`config.mk`:
```
export PLATFORM = sky130hd
export DESIGN_NAME = bcd_counter_multi_led
export DESIGN_NICKNAME = d
export VERILOG_FILES = /design/src/rtl/bcd_counter_multi_led.sv
export SDC_FILE = /design/constraint.sdc
export NUM_CORES = 1
export LEC_CHECK = 0
export ABC_CLOCK_PERIOD_IN_PS = 2600
export CAP_MARGIN = 20
export CORE_MARGIN = 8
export CORE_UTILIZATION = 56
export DETAILED_ROUTE_END_ITERATION = 16
export GPL_ROUTABILITY_DRIVEN = 0
export GPL_TIMING_DRIVEN = 0
export PLACE_DENSITY = 0.77
export SLEW_MARGIN = 20
export SYNTH_ARGS = -nofsm -noshare
export SYNTH_HDL_FRONTEND = slang
export SYNTH_SLANG_ARGS = --single-unit
```
`constraint.sdc`:
```
create_clock -name clk_i -period 2.6 [get_ports clk_i]
set_input_delay 0.78 -clock clk_i [delete_from_list [all_inputs] [get_ports clk_i]]
set_output_delay 0.78 -clock clk_i [all_outputs]
set_load 0.05 [all_outputs]
```
`src/rtl/bcd_counter_multi_led.sv`:
```
// Multi-digit BCD up/down counter for driving board LEDs.
// A free-running prescaler, gated by en_i, produces a one-cycle count tick.
// The block uses no derived clocks. Digits ripple through a combinational
// all-nines / all-zeros chain, so every digit updates on the same edge.
module bcd_counter_multi_led #(
    parameter int DIGITS  = 2,
    parameter int DIV_MAX = 49_999_999,
    parameter int DIV_W   = 26
) (
    input  logic                  clk_i,
    input  logic                  rst_i,          // asynchronous, active low
    input  logic                  en_i,
    input  logic                  up_i,
    input  logic                  load_i,
    input  logic [4*DIGITS-1:0]   load_val_i,
    output logic [4*DIGITS-1:0]   count_led_o,
    output logic                  carry_led_o,
    output logic                  tick_out_o,
    output logic                  wrap_o
);

    localparam logic [DIV_W-1:0] DIV_TC = DIV_W'(DIV_MAX);

    logic [DIV_W-1:0]    div_q, div_d;
    logic [4*DIGITS-1:0] cnt_q, cnt_d;
    logic                tick_q, tick_d;
    logic                wrap_q, wrap_d;
    logic                tick;
    logic                all9, all0;

    assign tick = en_i && (div_q == DIV_TC);

    // Terminal-value detection on the registered count
    always_comb begin
        all9 = 1'b1;
        all0 = 1'b1;
        for (int i = 0; i < DIGITS; i++) begin
            if (cnt_q[4*i +: 4] != 4'd9) all9 = 1'b0;
            if (cnt_q[4*i +: 4] != 4'd0) all0 = 1'b0;
        end
    end

    // Prescaler next state: load clears, terminal wraps to zero, en_i low holds
    always_comb begin
        div_d = div_q;
        if (load_i)
            div_d = '0;
        else if (tick)
            div_d = '0;
        else if (en_i)
            div_d = div_q + DIV_W'(1);
    end

    // Digit next state: load (non-BCD nibbles become 0) beats tick beats hold
    always_comb begin
        logic [3:0] dig;
        logic [3:0] ld;
        logic       ripple;
        cnt_d  = cnt_q;
        dig    = 4'd0;
        ld     = 4'd0;
        ripple = 1'b1;
        for (int i = 0; i < DIGITS; i++) begin
            dig = cnt_q[4*i +: 4];
            ld  = load_val_i[4*i +: 4];
            if (load_i) begin
                cnt_d[4*i +: 4] = (ld > 4'd9) ? 4'd0 : ld;
            end else if (tick && ripple) begin
                if (up_i)
                    cnt_d[4*i +: 4] = (dig == 4'd9) ? 4'd0 : dig + 4'd1;
                else
                    cnt_d[4*i +: 4] = (dig == 4'd0) ? 4'd9 : dig - 4'd1;
            end
            // Higher digits only move when every lower digit is rolling over
            ripple = ripple && (up_i ? (dig == 4'd9) : (dig == 4'd0));
        end
        tick_d = !load_i && tick;
        wrap_d = tick_d && (up_i ? all9 : all0);
    end

    // State registers; pulses are registered so they align with the new count
    always_ff @(posedge clk_i or negedge rst_i) begin
        if (!rst_i) begin
            div_q  <= '0;
            cnt_q  <= '0;
            tick_q <= 1'b0;
            wrap_q <= 1'b0;
        end else begin
            div_q  <= div_d;
            cnt_q  <= cnt_d;
            tick_q <= tick_d;
            wrap_q <= wrap_d;
        end
    end

    assign count_led_o = cnt_q;
    assign carry_led_o = up_i ? all9 : all0;
    assign tick_out_o  = tick_q;
    assign wrap_o      = wrap_q;

endmodule

```
==> out/results.ini, run 1 <==
[setup_path]
critPathKind=register to primary output
worstPathMaxFanout=10
cpPeakStageDelay_ns=0.88
crit_slowest_cell=clkdlybuf4s50_1
cp_top_family=buffers and inverters
crit_path_cell_trace=clkdlybuf4s50_1
worst_setup_path_start_kind=register
cp_num_buf_inv=1
required_ns=1.82
arrival_ns=1.70
crit_path_end_kind=primary output

[grt]
track_usage_pct=16.5
antenna_found_initial=0
grt_pass1_vias=1798
grt_pass1_wl_mm=8.33
grt-ovfl-total=0
grt_max_degree=23

[placed_design]
post-place-ws_ns=-0.569
place_inst=328
port_buffers=21
place_area_sq_um=2510
hpwl_mm=3.52

[cells_and_area]
layout.nets=298
multi_input_area_sq_um=1250
drive_above_1_share_pct=9.12
antennaDiodeCount=0
nFillCells=333
seq_area_sq_um=901
syn_to_final_growth_pct=18.7
design_area_sq_um=2630
final_cells=335

[pwr]
p_int_uw=899
fin_total_pwr_uw=1290
p_comb_share_pct=21.8
vdd_ir_drop_max_mv=0.394
p_sw_uw=387
p_per_area_nw_per_um2=489
seq_power_share_pct=46.0
p_clk_share_pct=32.1
power_leakage_uw=0.00102
switching_share_pct=30.1

[routing]
drc_errors=0
first_iter_violations=186
wl_mm=4.77
vias=1903
wl_met3_um=196
wl_met2_mm=2.11
detail-route-antenna-nets=0
highest_layer=met4
routedWlPerCell_um=14.2
via_per_inst=5.68
wl_met1_mm=2.38
dr.pass1.iters=4

[synthesis]
synth-compound-area-share_pct=12.9
synth_xor_area_share_pct=10.7
ys_warn_count=0
synth_area_per_cell_sq_um=8.66
syn_inst=256
syn_nets=270
ys_seq_area_share_pct=40.6
synth_edf_count=0
ys.flop_type=dfrtp_1
synthMuxAreaShare_pct=0.451
yosys.area_share.adder_pct=0.564
syn_area_sq_um=2220
ys_ff_latch=36
synth_top_family_by_area=simple AND/OR/NAND/NOR gates
synth_cell_types=49
async_flop_share_pct=100
yosys.area_share.simple_pct=30.8

[clocking]
cts_buffer_depth=2
clockRootBuffer=clkbuf_8
clock-sinks=36
htreeDepth=2
cts_buffers=5
cts_tree=yes
cts_hold_buffers=0
clkLatencyLatePin_ns=0.29
path_clk_slew_ns=0.07

[die]
io_pins=24
die_w_um=78.9
core.rowCount=23
fp.dieArea_sq_um=6230
fp.coreArea_sq_um=3910
initial_core_util_pct=56.6
die_y_um=78.9

[sta]
worst_slew_pin_slew_ns=0.701
max_freq_ghz=0.403
finalSetupTns_ns=0
rsz0062_at_grt=false
slew_headroom_pct=52.9
fin_ws_ns=0.119
setup_viol=0
fin_skew_ns=0.00641
layout_min_cycle_time_ns=2.48
drv_slew=0
post-route-period-util_pct=95.4
finalHoldViolCount=0

[job]
cap_viol_max_count=0

[outcome]
outcome=completed

[worst_hold_path]
holdCritPathClass=input port to async pin

## synthesized netlist by cell type (all sizes together), types with 3 or more instances
| master | number | area [sq um] |
|---|---|---|
| a21oi | 8 | 40.0 |
| a221oi | 4 | 35.0 |
| and3 | 5 | 31.3 |
| clkbuf | 13 | 48.8 |
| dfrtp | 36 | 901 |
| inv | 8 | 30.0 |
| nand2 | 20 | 75.1 |
| nand2b | 4 | 25.0 |
| nand3 | 18 | 103 |
| nand3b | 4 | 30.0 |
| nand4 | 9 | 56.3 |
| nor2 | 39 | 154 |
| nor2b | 4 | 25.0 |
| nor3 | 6 | 30.0 |
| nor4 | 6 | 58.8 |
| o21ai | 8 | 40.0 |
| o22ai | 3 | 18.8 |
| o31a | 3 | 26.3 |
| or2 | 3 | 21.3 |
| xnor2 | 11 | 96.3 |
| xor2 | 16 | 140 |
## power by group through the flow
stage	clock network, uW	logic, uW	registers (uW)
floorplan	0	138	650
global placement	0	275	600
detailed placement	0	280	601
CTS	429	282	590
global route	447	307	595
finish	413	281	592
## state kept, by name, indices dropped and copies added, names as in the netlist
| signal | cells |
|---|---|
| div_q | 26 |
| count_led_o | 8 |
| tick_out_o | 1 |
| wrap_o | 1 |
## cell usage in the layout, fill, tap and decap left out, types with 6 or more instances in the layout
| cell | n |
|---|---|
| a21oi_1 | 8 |
| clkbuf_1 | 10 |
| clkbuf_8 | 6 |
| clkdlybuf4s50_1 | 19 |
| dfrtp_1 | 36 |
| inv_1 | 8 |
| nand2_1 | 20 |
| nand3_1 | 17 |
| nand4_1 | 9 |
| nor2_1 | 37 |
| o21ai_0 | 6 |
| xnor2_1 | 11 |
| xor2_1 | 16 |
## timing repair
item | in CTS | in global routing
gates resized for setup | 9 | 7
setup endpoints to repair | 5 | 8
setup buffers | 0 | 0
## through the flow
step,hold slack (ns),utilization (%)
after CTS,0.405,66.8
after global routing,0.421,67.2
after detailed placement,0.554,64.2
final,0.404,67.2
after floorplan,0.484,-
after global placement,0.544,63.6
## cells by family after synthesis
family | Yosys count
flops | 36
fa+ha+maj | 1
compound gates | 41
mux | 1
xor+xnor | 27
simple gates | 127
buf+inv | 23
## metal layers
layer	GRT usage [%]	vias up
met1	22.2	894
met4	7.22	0
met5	0	-
met2	24.5	35
li1	-	968
met3	4.29	6
## final timing paths
path / startpoint / to / slack (ns) / cells past startpoint
max in group asynchronous: rst_i / div_q[2]$_DFFE_PN0P_ / 1.75 / 2
min reg2reg: div_q[1]$_DFFE_PN0P_ / div_q[1]$_DFFE_PN0P_ / 0.56 / 2
min in group clk_i: div_q[1]$_DFFE_PN0P_ / div_q[1]$_DFFE_PN0P_ / 0.56 / 2
max: count_led_o[3]$_DFFE_PN0P_ / count_led_o[3] / 0.12 / 1
max reg2reg: div_q[10]$_DFFE_PN0P_ / count_led_o[4]$_DFFE_PN0P_ / 0.28 / 5
min: rst_i / wrap_o$_DFF_PN0_ / 0.40 / 1
## final cells by class
| type | count | area share, % |
|---|---|---|
| plain buffers | 14 | 2.23 |
| clock buffers | 7 | 3.28 |
| clock inverters | 1 | 0.285 |
| inverters | 8 | 1.14 |
| multi-input cells | 197 | 47.7 |
| flip-flops and latches | 36 | 34.2 |
| well taps | 50 | 2.38 |
| repair buffers | 22 | 8.75 |
No activity file was read; power rests on OpenSTA's default activity.
==> run 2, diff against run 1 <==
--- a/config.mk
+++ b/config.mk
@@ -12,6 +12,7 @@
 export DETAILED_ROUTE_END_ITERATION = 16
 export GPL_ROUTABILITY_DRIVEN = 0
 export GPL_TIMING_DRIVEN = 0
+export HOLD_SLACK_MARGIN = 0.05
 export PLACE_DENSITY = 0.77
 export SLEW_MARGIN = 20
 export SYNTH_ARGS = -nofsm -noshare
==> results of run 2 <==
Same layout as run 1: the final DEF is identical, and so are final timing and power.
